$ cat src/rtl/cb_exec.sv
// Executes one CB-prefixed SM83 opcode (shift/rotate, BIT, RES, SET) on a register
// or on memory at (HL), using the external ALU for the shift/rotate group.
module cb_exec (
   input  logic        clk,
   input  logic        rst,
   input  logic        cb_valid,
   input  logic [7:0]  cb_opcode,
   output logic        cb_ready,
   output logic        done,
   output logic [2:0]  reg_sel,
   input  logic [7:0]  reg_rdata,
   output logic        reg_we,
   output logic [7:0]  reg_wdata,
   input  logic [15:0] hl,
   output logic [15:0] mem_addr,
   output logic        mem_rd,
   output logic        mem_wr,
   output logic [7:0]  mem_wdata,
   input  logic [7:0]  mem_rdata,
   input  logic        mem_ack,
   output logic [3:0]  alu_op,
   output logic [7:0]  alu_lhs,
   input  logic [7:0]  alu_r,
   input  logic [3:0]  alu_flags,
   input  logic [3:0]  flags_in,
   output logic        flags_we,
   output logic [3:0]  flags_out
);

   typedef enum logic [2:0] {
      IDLE   = 3'd0,
      REG_RD = 3'd1,
      MEM_RD = 3'd2,
      EXEC   = 3'd3,
      MEM_WR = 3'd4,
      DONE   = 3'd5
   } state_t;

   state_t      r_state;
   state_t      w_next;
   logic [7:0]  r_op;
   logic [7:0]  r_operand;
   logic [7:0]  r_result;
   logic [15:0] r_addr;

   logic [1:0]  w_grp;
   logic [2:0]  w_bitno;
   logic        w_is_mem;
   logic [7:0]  w_mask;
   logic [7:0]  w_result;
   logic        w_accept;

   assign w_grp    = r_op[7:6];
   assign w_bitno  = r_op[5:3];
   assign w_is_mem = (r_op[2:0] == 3'd6);
   assign w_mask   = 8'b1 << w_bitno;
   assign w_accept = cb_valid && (r_state == IDLE);

   always_comb begin
      case (w_grp)
         2'b00:   w_result = alu_r;
         2'b10:   w_result = r_operand & ~w_mask;
         2'b11:   w_result = r_operand | w_mask;
         default: w_result = r_operand;
      endcase
   end

   always_ff @(posedge clk) begin
      if (rst) begin
         r_state   <= IDLE;
         r_op      <= 8'h00;
         r_operand <= 8'h00;
         r_result  <= 8'h00;
         r_addr    <= 16'h0000;
      end else begin
         r_state <= w_next;
         if (w_accept) begin
            r_op   <= cb_opcode;
            r_addr <= hl;
         end
         if (r_state == REG_RD)
            r_operand <= reg_rdata;
         if (r_state == MEM_RD && mem_ack)
            r_operand <= mem_rdata;
         if (r_state == EXEC)
            r_result <= w_result;
      end
   end

   always_comb begin
      w_next    = r_state;
      cb_ready  = 1'b0;
      done      = 1'b0;
      reg_we    = 1'b0;
      reg_wdata = 8'h00;
      mem_rd    = 1'b0;
      mem_wr    = 1'b0;
      flags_we  = 1'b0;
      flags_out = 4'h0;
      case (r_state)
         IDLE: begin
            cb_ready = 1'b1;
            if (cb_valid)
               w_next = (cb_opcode[2:0] == 3'd6) ? MEM_RD : REG_RD;
         end
         REG_RD: w_next = EXEC;
         MEM_RD: begin
            mem_rd = 1'b1;
            if (mem_ack)
               w_next = EXEC;
         end
         EXEC: begin
            // BIT only touches flags; the other groups write data back
            if (w_grp == 2'b01) begin
               flags_we  = 1'b1;
               flags_out = {~r_operand[w_bitno], 1'b0, 1'b1, flags_in[0]};
            end else begin
               if (w_grp == 2'b00) begin
                  flags_we  = 1'b1;
                  flags_out = alu_flags;
               end
               if (!w_is_mem) begin
                  reg_we    = 1'b1;
                  reg_wdata = w_result;
               end
            end
            w_next = (w_is_mem && w_grp != 2'b01) ? MEM_WR : DONE;
         end
         MEM_WR: begin
            mem_wr = 1'b1;
            if (mem_ack)
               w_next = DONE;
         end
         DONE: begin
            done   = 1'b1;
            w_next = IDLE;
         end
         default: w_next = IDLE;
      endcase
   end

   assign reg_sel   = r_op[2:0];
   assign mem_addr  = r_addr;
   assign mem_wdata = r_result;
   assign alu_op    = {1'b1, r_op[5:3]};
   assign alu_lhs   = r_operand;

endmodule

$ cat config.mk
export PLATFORM = sky130hd
export DESIGN_NAME = cb_exec
export DESIGN_NICKNAME = d
export VERILOG_FILES = /design/src/rtl/cb_exec.sv
export SDC_FILE = /design/constraint.sdc
export NUM_CORES = 1
export LEC_CHECK = 0
export BUFFER_PORTS_ARGS = -buffer_cell sky130_fd_sc_hd__clkbuf_2
export CORE_ASPECT_RATIO = 1.1
export CORE_UTILIZATION = 49
export CTS_CLUSTER_DIAMETER = 100
export DETAILED_ROUTE_END_ITERATION = 16
export PLACE_DENSITY = 0.83
export SLEW_MARGIN = 20
export SYNTH_ARGS = -nofsm -noshare
export SYNTH_HDL_FRONTEND = slang
export SYNTH_SLANG_ARGS = --single-unit
$ cat constraint.sdc
create_clock -name clk -period 3.4 [get_ports clk]
set_clock_uncertainty 0.2 [all_clocks]
set_input_delay 0.17 -clock clk [delete_from_list [all_inputs] [get_ports clk]]
set_output_delay 0.17 -clock clk [all_outputs]
set_load 0.1 [all_outputs]
[Word level (Yosys, flattened, before mapping)]
Cells that the tools add are included.
Word-level totals
  bits in latches: 0
  memory bits (writable): 0
  bits in read-only memories: 0
  memories: 0
  flip-flop bits (word level): 43
  output and inout port bits: 57
Cells by class
  equal/unequal tests: 14
  bitwise operators: 4
  mux-type cells: 27
  shift-type cells: 1
  divide/modulo/power cells: 0
  reduce and logical (&&, ||, !) cells: 7
  $lt $le $gt $ge: 1
  multiply operators: 0
  add/sub/neg operators: 0
Operators by type and width (number)
  $mux W8: 5
  $pmux W8 S3: 1
  $pmux W3 S5: 1
  $eq A3 B3 Y1 const B: 4
  $mux W1: 12
  $mux W4: 3
  $mux W3: 3
  $and A8 B8 Y8: 1
  $not A8 Y8: 1
  $or A8 B8 Y8: 1
  $shl A1 B3 Y8 const A: 1
  $eq A3 B2 Y1 const B: 2
  $ne A2 B2 Y1 const B: 3
  $eq A2 B2 Y1 const B: 2
  $lt A3 B4 Y1 const B: 1
  $bmux W1 S3: 1
  $eq A3 B1 Y1 const B: 1
  $logic_and A1 B1 Y1: 3
  $logic_not A3 Y1: 1
  $reduce_and A3 Y1: 1
  $eq A2 B1 Y1 const B: 1
  $logic_not A2 Y1: 1
  $mux W2: 1
  $ne A2 B1 Y1 const B: 1
  2 further kinds: 2

[Logic depth before layout (Yosys ltp)]
Gate-level depths: netlist of the first run.
  depth in word-level cells: 7
  depth in mapped cells: 7
  mapped depth without buffers: 4

[Worst setup path after synthesis of the first run]
Ideal clock, no wire load.
  kind: register -> output
  start: reg r_op[6]
  end: out flags_out[2]
  setup slack: -0.805 ns
  cell stages (with the launch flop): 4
  arrival: 3.835 ns
  required time: 3.030 ns
  cell sequence: dfxtp_1 > buf_2 > clkbuf_1 > nor4b_1
On the way
  word-level cells in the longest chain between the ends: 4
  elaborated cells between the ends (all ways): 5
  those cells by class: eq/ne (1); mux (3); reduce/logical (1)
RTL lines
  start: declaration: RTL line 41  | logic [7:0] r_op;
  start signal: assignment: RTL line 78  | r_op <= cb_opcode;
  $logic_not A2 Y1: RTL line 118  | if (w_grp == 2'b00) begin
  $mux W4: RTL line 118
  $mux W4 *: RTL line 114  | if (w_grp == 2'b01) begin
  $mux W4 *: RTL line 100  | case (r_state)
  end: declaration: RTL line 27  | output logic [3:0] flags_out
Every way passes the cells marked *; elsewhere a longest branch is shown, timed or not.

[Final worst setup path of the first run]
  start: reg r_op[7]
  end: out reg_wdata[6]
On the way
  word-level cells in the longest chain between the ends: 5
  elaborated cells between the ends (all ways): 8
  those cells by class: eq/ne (3); mux (4); reduce/logical (1)
RTL lines
  $eq A2 B2 Y1 or $logic_not A2 Y1 (tied branches): RTL line 60  | case (w_grp)
  $pmux W8 S3: RTL line 60
  $mux W8: RTL line 122  | if (!w_is_mem) begin
  $mux W8 *: RTL line 114
  $mux W8 *: RTL line 100
  end: declaration: RTL line 13  | output logic [7:0] reg_wdata,
Marks and branches as above.

==> metrics.md, run 1 <==
| Metric | Value |
|---|---|
| CTS root buf | clkbuf_8 |
| Cells after synthesis | 292 |
| Reg-to-Reg End | alu_lhs[1]$_SDFFE_PP0P_ |
| Hold Path Cell Cnt | 3 |
| Final WL | ~6600 um |
| XOR/XNOR Fraction of Synth Area | 0% |
| Clk slew on worst S/H paths | about 0.08 ns |
| Post-Synth Adder-Cell Area | 0% |
| Worst Path Max Fanout | 22 |
| Clock Tree Buf Depth | 2 |
| Die ar. | slightly below 0.005 mm^2 |
| CORE AREA | 0.00438 mm^2 |
| Starting Density | between 50% and 60% |
| Antenna diodes | 0 |
| Crit path arrival time | 2.53 ns |
| Layout net count | 480 |
| Setup slack at placement | 0.780 ns |
| CTS Buf Count | 5 |
| Tot GR Track Use | 27.8% |
| Worst hold margin | 0.0422 ns |
| Post-CTS Resized | 0 |
| Worst path depth | 4 |
| Starting DRT DRC Count | 153 |
| # fillers | 339 |
| Commonest non-fill, non-tap cell in the layout | clkbuf_2 |
| Multi-input logic area | between 0.001 and 0.0015 mm^2 |
| DR WL/cell | 14.0 um |
| Ys Warns | 0 |
| Total iterations of the first detailed-routing run | 4 |
| Post-route ant nets | 0 |
| Leak | 1.41 nW |
| Synth unique cells | 37 |
| Layout cells sized above 1 | between 30% and 40% |
| Final Hold Fails | 0 |
| Mean area per synthesized cell | 7.81 um^2 |
| Largest family of logic cells by synthesized area | simple AND/OR/NAND/NOR gates |
| Final Critical Period | 2.90 ns |
| PnR worst setup slack | 0.495 ns |
| Reg2reg path depth | 4 |
| Mapped Area | approximately 0.0023 mm^2 |
| Vias/cell | between 5 and 6 |
| Mux contribution to synthesized area | 8.01% |
| Critical path launch point type | flip-flop |
| CP Class | flip-flop to output port |
| Slew headroom | around two fifths |
| Crit. End Element | output port |
| Simple-Gate Fraction of Synth Area | 26.2% |
| Skew-Pair Late Insertion Delay | 0.29 ns |
| Worst R2R Setup Slack | approximately 1.0 ns |
| Rows | 25 |
| RSZ-0062 raised after global routing | false |
| Register bit total from synthesis | 43 |
| Non-Filler Instances | around 480 |
| Period utilization | 85.4% |
| Setup TNS | 0 ns |
| Hold endpoint | alu_lhs[2]$_SDFFE_PP0P_ |
| Req. time, crit path | 3.03 ns |
| Bufs and invs on worst path | 1 |
| HPWL after detailed placement | 4080 um |
| Placed cells | roughly 430 |
| Most frequent cells in the layout | clkbuf_2 (112), nand2_1 (68), dfxtp_1 (43), a21oi_1 (39), dlygate4sd3_1 (39) |
| Sequential element share of the synthesized area | a little under two fifths |
| Post-synth EDFFs | 0 |
| Min-Delay Path Class | input port to flip-flop |
| Worst-path cell chain | nor2b_1, or3_1, a21oi_1, clkbuf_2 |
| CP delay by family, top | simple AND/OR/NAND/NOR gates |
| Max Freq | 0.344 GHz |
| Hold path start | reg_rdata[2] |
| Gpl congestion | between 0.8 and 0.9 |
| Slowest stage delay, CP | 0.76 ns |
| Grt total ovfl | 0 |
| IO Port Bufs | between 100 and 150 |
| # DRC | 0 |
| Area delta synth->final | 42.0% |
| Slowest stage cell on the critical path | dfxtp_1 |
| # setup viols final | 0 |
| Total area of sequential cells | 861 um^2 |
| Die width | around 67 um |
| Synth async-reset ratio | 0% |
| Vias in the first global route | ~2300 |
| Synth Flop Type | dfxtp_1 |
| Pwr dens | 600 mW/mm^2 |
| Outcome | finished, final reports clean |
| Peak VDD IR | 455 uV |
| Clk sink count | 43 |
| Worst reg2reg startpoint | r_state[0]$_SDFFE_PP0P_ |
| Max-capacitance violation count | 0 |
| TritonCTS clock tree | yes |
| Initial antenna violation count | 0 |
| Post-CTS Hold Buffers | 39 |
| Die Height | 73.5 um |
| Largest net degree at the start of global routing | 44 |
| Syn_nets | 352 |
| Worst slew pin tran | 0.922 ns |
| Post-synthesis compound-gate area fraction | around 20% |
| Ports | 117 |
| First-pass GRT wire length | approximately 10000 um |
| Total vias in the final route | 2488 |
| Max Slew Vio Count | 0 |
| H-Tree Depth | 2 |
| Setup bufs post-CTS | 0 |
-- worst max-delay path by stage --
stage | start | endpoint
finish | r_op[7]$_SDFFE_PP0P_ | reg_wdata[6]
global route | r_op[7]$_SDFFE_PP0P_ | reg_wdata[6]
CTS | r_op[7]$_SDFFE_PP0P_ | reg_wdata[4]
detailed placement | r_op[7]$_SDFFE_PP0P_ | reg_wdata[4]
global placement | r_op[7]$_SDFFE_PP0P_ | reg_wdata[6]
floorplan | r_op[6]$_SDFFE_PP0P_ | flags_out[0]
-- cells by family after synthesis --
family | count (synthesis)
other | 1
flip-flops | 43
buffers and inverters | 33
multiplexers | 16
AND/OR/NAND/NOR | 129
AO/OA/AOI/OAI | 70
-- through the flow --
step	area, um^2	utilization [%]	total power, mW
3_3_place_gp	2750	62.7	1.54
6_report	3240	73.9	1.94
5_1_grt	3240	73.9	2.03
4_1_cts	3240	73.9	1.95
3_5_place_dp	2750	62.7	1.55
2_1_floorplan	2290	-	1.43
-- worst reg2reg max path: cells and delay by family, from the launching register on --
kind	cells	cell delay [ns]
compound gates	1	0.08
buf+inv	1	0.59
flops	1	0.63
mux	1	0.24
simple gates	1	0.55
-- report_power, final --
| part | switching (mW) | internal, mW | total, mW |
|---|---|---|---|
| clock | 0.176 | 0.166 | 0.342 |
| combinational | 0.728 | 0.225 | 0.953 |
| sequential | 0.0820 | 0.565 | 0.647 |
| total | 0.986 | 0.956 | 1.94 |
-- synthesized netlist by cell type, drive strengths merged, types with 3 or more instances --
cell type	n	area [um^2]
a22oi	6	45.0
a21oi	46	257
nand3	3	15.0
mux2	8	90.1
o21a	3	22.5
and2	3	18.8
a311oi	8	70.1
dfxtp	43	861
nor3b	4	41.3
nand2	69	262
a211oi	4	30.0
mux2i	7	70.1
nor2b	3	18.8
nand3b	4	30.0
clkbuf	11	41.3
nand2b	9	56.3
nor2	26	97.6
buf	21	140
nor3	4	25.0
-- routing by layer --
layer  GRT usage, %  share of wire, %
met1           33.9                42
met2           47.7                49
met3           7.14               7.7
met4           7.80              0.84
met5              0                 0
-- registers in the layout, indices dropped and copies added (netlist names) --
| name | count |
|---|---|
| r_op | 8 |
| alu_lhs | 8 |
| r_state | 3 |
| mem_wdata | 8 |
| mem_addr | 16 |
-- final cells by class --
cell class,count,area share (%)
inverter,1,0.116
clock buffer,6,2.55
tap,54,2.09
multi-input combinational,216,38.3
clock inverter,2,0.503
sequential,43,26.6
timing repair buffer,153,29.8
Power figures use the tool's default switching activity.
==> run 2: changes to the inputs <==
--- a/config.mk
+++ b/config.mk
@@ -7,6 +7,7 @@
 export LEC_CHECK = 0
 export BUFFER_PORTS_ARGS = -buffer_cell sky130_fd_sc_hd__clkbuf_2
 export CORE_ASPECT_RATIO = 1.1
+export CORE_MARGIN = 2
 export CORE_UTILIZATION = 49
 export CTS_CLUSTER_DIAMETER = 100
 export DETAILED_ROUTE_END_ITERATION = 16
==> metrics.md, run 2 (synthesis gave the netlist of run 1 again) <==
| Metric | Value |
|---|---|
| Seq pwr share | 32.6% (-0.7 points) |
| # DRC | 0 (unchanged) |
| Final Critical Period | 2.90 ns (-0.00303 ns) |
| Worst Path Max Fanout | 22 (unchanged) |
| Fin area | 0.00323 mm^2 (-0.12%) |
| Die width | 69.0 um (+3.0%) |
| Hold endpoint | alu_lhs[1]$_SDFFE_PP0P_ |
| Worst reg2reg startpoint | r_state[0]$_SDFFE_PP0P_ |
| Worst slew pin tran | 0.887 ns (-0.0348 ns) |
| Leak | 1.41 nW (-0.17%) |
| Clock power share | 19.3% (+1.7 points) |
| HPWL after detailed placement | 4130 um (+1.2%) |
| Ports | 117 (unchanged) |
| Grt total ovfl | 0 (unchanged) |
| Starting Density | 50.1% (-2.0 points) |
| Vias/cell | 5.27 (+0.68%) |
| RSZ-0062 raised after global routing | false |
| Tot GR Track Use | 24.0% (-3.8 points) |
| Max Slew Vio Count | 0 (unchanged) |
| Hold path start | reg_rdata[1] |
| Req. time, crit path | 3.03 ns (about the same) |
| Setup TNS | 0 ns (unchanged) |
| TritonCTS clock tree | yes |
| Layout cells sized above 1 | 32.9% (-0.32 points) |
| H-Tree Depth | 2 (unchanged) |
| Worst R2R Setup Slack | 1.10 ns (+0.09 ns) |
| Vias in the first global route | 2203 (-6.1%) |
| Sw frac | 49.2% (-1.6 points) |
| Period utilization | 85.4% (-0.089 points) |
| Final Hold Fails | 0 (unchanged) |
| Sw power | 970 uW (-1.7%) |
| Layout net count | 479 (-0.21%) |
| Reg2reg path depth | 4 (unchanged) |
| Post-DP Area | 0.00275 mm^2 (about the same) |
| Post-route ant nets | 0 (unchanged) |
| Critical path launch point type | flip-flop |
| Area delta synth->final | 41.8% |
| CORE AREA | 0.00455 mm^2 (+4.0%) |
| Max-capacitance violation count | 0 (unchanged) |
| Max Freq | 0.345 GHz (+0.10%) |
| Largest net degree at the start of global routing | 44 (unchanged) |
| Pwr dens | 610 mW/mm^2 (+1.7%) |
| Die Height | 75.5 um (+2.7%) |
| Clk slew on worst S/H paths | 0.07 ns (about the same) |
| # setup viols final | 0 (unchanged) |
| CTS Buf Count | 5 (unchanged) |
| Crit path arrival time | 2.53 ns (about the same) |
| IO Port Bufs | 112 (unchanged) |
| Starting DRT DRC Count | 211 (+38%) |
| Peak VDD IR | 373 uV (-18%) |
| CP Class | flip-flop to output port |
| Multi-input logic area | 0.00124 mm^2 (unchanged) |
| Clock Tree Buf Depth | 2 (unchanged) |
| Combinational share of power | 48.1% (-1.0 points) |
| Outcome | finished, final reports clean |
| Skew-Pair Late Insertion Delay | 0.29 ns (about the same) |
| Antenna diodes | 0 (unchanged) |
| First-pass GRT wire length | 10200 um (-1.9%) |
| Initial antenna violation count | 0 (unchanged) |
| Total iterations of the first detailed-routing run | 4 (unchanged) |
| Gpl congestion | 0.842 (+4.8%) |
| Max reg flops | 16 (unchanged) |
| CTS root buf | clkbuf_8 |
| Total vias in the final route | 2505 (+0.68%) |
| P_int | 1.00 mW (+4.9%) |
| DR WL/cell | 13.5 um (-3.7%) |
| Crit. End Element | output port |
| Rows | 26 (+4.0%) |
| Commonest non-fill, non-tap cell in the layout | clkbuf_2 |
| Slew headroom | 40.8% (+2.3 points) |
| Hold Path Cell Cnt | 3 (unchanged) |
| Min-Delay Path Class | input port to flip-flop |
| Most frequent cells in the layout | clkbuf_2 (112), nand2_1 (68), dfxtp_1 (43), a21oi_1 (39), dlygate4sd3_1 (38) |
| Clk sink count | 43 (unchanged) |
| Final WL | 6390 um (-3.7%) |
| Total area of sequential cells | 861 um^2 (unchanged) |
| Reg-to-Reg End | alu_lhs[6]$_SDFFE_PP0P_ |
| Die ar. | 0.00521 mm^2 (+5.8%) |
| # fillers | 366 (+8.0%) |
-- run 2: layer usage --
layer  track usage [%]  up-vias  share of wire, %  wire length [um]
li1                  -     1239                 -                 -
met5                 0        -                 0                 0
met1              28.1     1163                39              2520
met4              5.45        0              0.53                34
met3              6.88        4               7.1               452
met2              44.6       99                53              3380
-- run 2: worst max path at each step --
stage / from / endpoint / slack (ns) / depth (start not counted)
3_3_place_gp: r_op[7]$_SDFFE_PP0P_ / reg_wdata[6] / 0.85 / 4
6_report: r_op[7]$_SDFFE_PP0P_ / reg_wdata[6] / 0.50 / 4
5_1_grt: r_op[7]$_SDFFE_PP0P_ / reg_wdata[6] / 0.36 / 4
3_5_place_dp: r_op[7]$_SDFFE_PP0P_ / reg_wdata[6] / 0.82 / 4
4_1_cts: r_op[7]$_SDFFE_PP0P_ / reg_wdata[6] / 0.51 / 4
2_1_floorplan: r_op[6]$_SDFFE_PP0P_ / flags_out[0] / 0.09 / 4
-- run 2: timing repair --
item / CTS / global route
hold endpoints to repair: 32 / 0
endpoints found under the setup margin: 0 / 0
gates resized for setup: 0 / 0
hold buffers: 38 / 0
buffers inserted: 0 / 0
-- run 2: layout make-up --
class	instances	area share, %
Clock inverter	1	0.929
Multi-Input combinational cell	216	38.4
Timing Repair Buffer	152	29.6
Clock buffer	6	2.24
Inverter	1	0.116
Tap cell	56	2.17
Sequential cell	43	26.6
-- run 2: worst max-delay path, stage by stage, from the launching register on --
cell      delay, ns
dfxtp_1        0.76
nor2b_1        0.19
or3_1          0.63
a21oi_1        0.20
clkbuf_2       0.48
-- run 2: metrics by stage --
stage               hold WS [ns]  setup slack (ns)  power (mW)  cells  util, %
finish                    0.0221             0.498        1.97    475     71.0
global route              0.0293             0.363        2.06    475     71.0
CTS                       0.0124             0.509        1.98    475     71.0
detailed placement         0.199             0.825        1.55    430     60.4
global placement           0.193             0.852        1.54    430     60.4
floorplan                  0.106            0.0949        1.43    292        -
-- run 2: power by group through the flow --
stage,logic [mW],registers (mW),clock network (mW)
6_report,0.950,0.643,0.380
5_1_grt,1.00,0.653,0.407
4_1_cts,0.947,0.640,0.390
3_5_place_dp,0.899,0.652,0
3_3_place_gp,0.889,0.649,0
2_1_floorplan,0.488,0.938,0
==> run 3: changes to the inputs <==
--- a/config.mk
+++ b/config.mk
@@ -6,11 +6,12 @@
 export NUM_CORES = 1
 export LEC_CHECK = 0
 export BUFFER_PORTS_ARGS = -buffer_cell sky130_fd_sc_hd__clkbuf_2
-export CORE_ASPECT_RATIO = 1.1
+export CORE_ASPECT_RATIO = 1.4
 export CORE_MARGIN = 2
 export CORE_UTILIZATION = 49
 export CTS_CLUSTER_DIAMETER = 100
 export DETAILED_ROUTE_END_ITERATION = 16
+export MAX_ROUTING_LAYER = met4
 export PLACE_DENSITY = 0.83
 export SLEW_MARGIN = 20
 export SYNTH_ARGS = -nofsm -noshare
==> metrics.md, run 3 (synthesis gave the netlist of run 1 again) <==
| Metric | Value |
|---|---|
| Outcome | finished, final reports clean |
| HPWL after detailed placement | 4200 um (+1.7%) |
| Layout net count | 479 (unchanged) |
| DR WL/cell | 13.4 um (-0.19%) |
| Antenna diodes | 0 (unchanged) |
| RSZ-0062 raised after global routing | false |
| Area delta synth->final | 42.8% |
| Power, Total | 2.01 mW (+1.7%) |
| Post-route ant nets | 0 (unchanged) |
| Max reg flops | 16 (unchanged) |
| Crit path arrival time | 2.54 ns (about the same) |
| Reg-to-Reg End | alu_lhs[4]$_SDFFE_PP0P_ |
| Slew headroom | 38.4% (-2.4 points) |
| Req. time, crit path | 3.03 ns (about the same) |
| Reg2reg path depth | 4 (unchanged) |
| GR Util met2 | 45.3% (+0.71 points) |
| Met3 usage | 3.70% (-3.2 points) |
| Pwr dens | 616 mW/mm^2 (+1.0%) |
| Vias in the first global route | 2434 (+10%) |
| Total vias in the final route | 2472 (-1.3%) |
| Die ar. | 0.00522 mm^2 (+0.14%) |
| Grt total ovfl | 0 (unchanged) |
| Worst Setup SP | r_op[7]$_SDFFE_PP0P_ |
| Skew-Pair Late Insertion Delay | 0.29 ns (about the same) |
| Non-Filler Instances | 482 (+1.5%) |
| H-Tree Depth | 2 (unchanged) |
| Starting Density | 50.7% (+0.61 points) |
| Final Hold Fails | 0 (unchanged) |
| CTS Buf Count | 5 (unchanged) |
| CP Capture Point | reg_wdata[6] |
| Die width | 61.6 um (-11%) |
| Placed cells | 436 (+1.4%) |
| Clock Tree Buf Depth | 2 (unchanged) |
| Leak | 1.42 nW (+0.70%) |
| Initial antenna violation count | 0 (unchanged) |
| Crit. End Element | output port |
| GRT Max-Usage Layer | met2 |
| Worst reg2reg startpoint | r_state[0]$_SDFFE_PP0P_ |
| CORE AREA | 0.00450 mm^2 (-1.2%) |
| Period utilization | 85.7% (+0.36 points) |
| Min-Delay Path Class | input port to flip-flop |
| Hold Path Cell Cnt | 3 (unchanged) |
| IO Port Bufs | 112 (unchanged) |
| Post-CTS Resized | 0 (unchanged) |
| Tot GR Track Use | 26.4% (+2.3 points) |
| Worst R2R Setup Slack | 1.05 ns (-0.05 ns) |
| Die Height | 84.7 um (+12%) |
| Setup bufs post-CTS | 0 (unchanged) |
| CTS root buf | clkbuf_8 |
| Final WL | 6470 um (+1.3%) |
| Starting DRT DRC Count | 178 (-16%) |
| Setup TNS | 0 ns (unchanged) |
| # setup viols final | 0 (unchanged) |
| Most frequent cells in the layout | clkbuf_2 (112), nand2_1 (68), dfxtp_1 (43), a21oi_1 (39), dlygate4sd3_1 (38) |
| GR Layer Usage met1 | 29.7% (+1.7 points) |
| Commonest non-fill, non-tap cell in the layout | clkbuf_2 |
| Worst Path Max Fanout | 22 (unchanged) |
| Clk slew on worst S/H paths | 0.08 ns (about the same) |
| TritonCTS clock tree | yes |
| First-pass GRT wire length | 10400 um (+1.8%) |
| Total iterations of the first detailed-routing run | 4 (unchanged) |
| Critical path launch point type | flip-flop |
| Rows | 29 (+12%) |
| # DRC | 0 (unchanged) |
| Final Critical Period | 2.91 ns (+0.0123 ns) |
| Worst slew pin tran | 0.923 ns (+0.0361 ns) |
| Max-capacitance violation count | 0 (unchanged) |
| Ports | 117 (unchanged) |
| Largest net degree at the start of global routing | 44 (unchanged) |
| Max Freq | 0.343 GHz (-0.42%) |
| Peak VDD IR | 299 uV (-20%) |
| Layout cells sized above 1 | 33.3% (+0.40 points) |
| Gpl congestion | 0.791 (-6.0%) |
| Clk sink count | 43 (unchanged) |
| CP Class | flip-flop to output port |
| Max Slew Vio Count | 0 (unchanged) |
| Vias/cell | 5.13 (-2.8%) |
run 3: cell count changes in the layout (fill, tap and decap cells not counted):
cell and change:
clkbuf_1 -1, clkbuf_8 +1, clkinv_2 +1
run 3: worst max-delay path, cell delays in order (launching register included):
cell,delay [ns]
dfxtp_1,0.76
nor2b_1,0.17
or3_1,0.62
a21oi_1,0.22
clkbuf_2,0.48
run 3: worst min path at each step:
stage,endpoint,startpoint,slack (ns)
2_1_floorplan,r_op[0]$_SDFFE_PP0P_,cb_opcode[0],0.11
3_3_place_gp,mem_addr[7]$_SDFFE_PP0P_,hl[7],0.19
3_5_place_dp,mem_addr[4]$_SDFFE_PP0P_,hl[4],0.20
4_1_cts,alu_lhs[1]$_SDFFE_PP0P_,reg_rdata[1],0.003
5_1_grt,alu_lhs[2]$_SDFFE_PP0P_,reg_rdata[2],0.05
6_report,alu_lhs[1]$_SDFFE_PP0P_,reg_rdata[1],0.01
run 3: timing repair:
item	4_1_cts	5_1_grt
endpoints found under the hold margin	32	0
endpoints found under the setup margin	0	0
hold buffers	38	0
run 3: layer usage:
metal  wire length (um)  vias to the layer above
met5                  0                        -
met4                 80                        0
met3                312                        8
met2               3440                       93
met1               2640                     1127
li1                   -                     1244
run 3: layout make-up:
class / instances / area, um^2
Fill cell: 370 / 1240
Multi-Input combinational cell: 216 / 1240
Timing Repair Buffer: 152 / 956
Sequential cell: 43 / 861
Clock buffer: 6 / 82.6
Tap cell: 62 / 77.6
Clock inverter: 2 / 35.0
Inverter: 1 / 3.75
run 3: report_power, final:
part | internal (mW) | switching, mW
Clock | 0.238 | 0.174
Sequential | 0.565 | 0.0788
Combinational | 0.222 | 0.729
run 3: per-stage QoR:
step	instance area, um^2	setup WS (ns)	util [%]	hold WS [ns]
floorplan	2290	0.0949	-	0.106
global placement	2760	0.823	61.3	0.193
detailed placement	2760	0.808	61.3	0.198
CTS	3260	0.481	72.4	0.00291
global route	3260	0.362	72.4	0.0456
finish	3260	0.486	72.4	0.0118
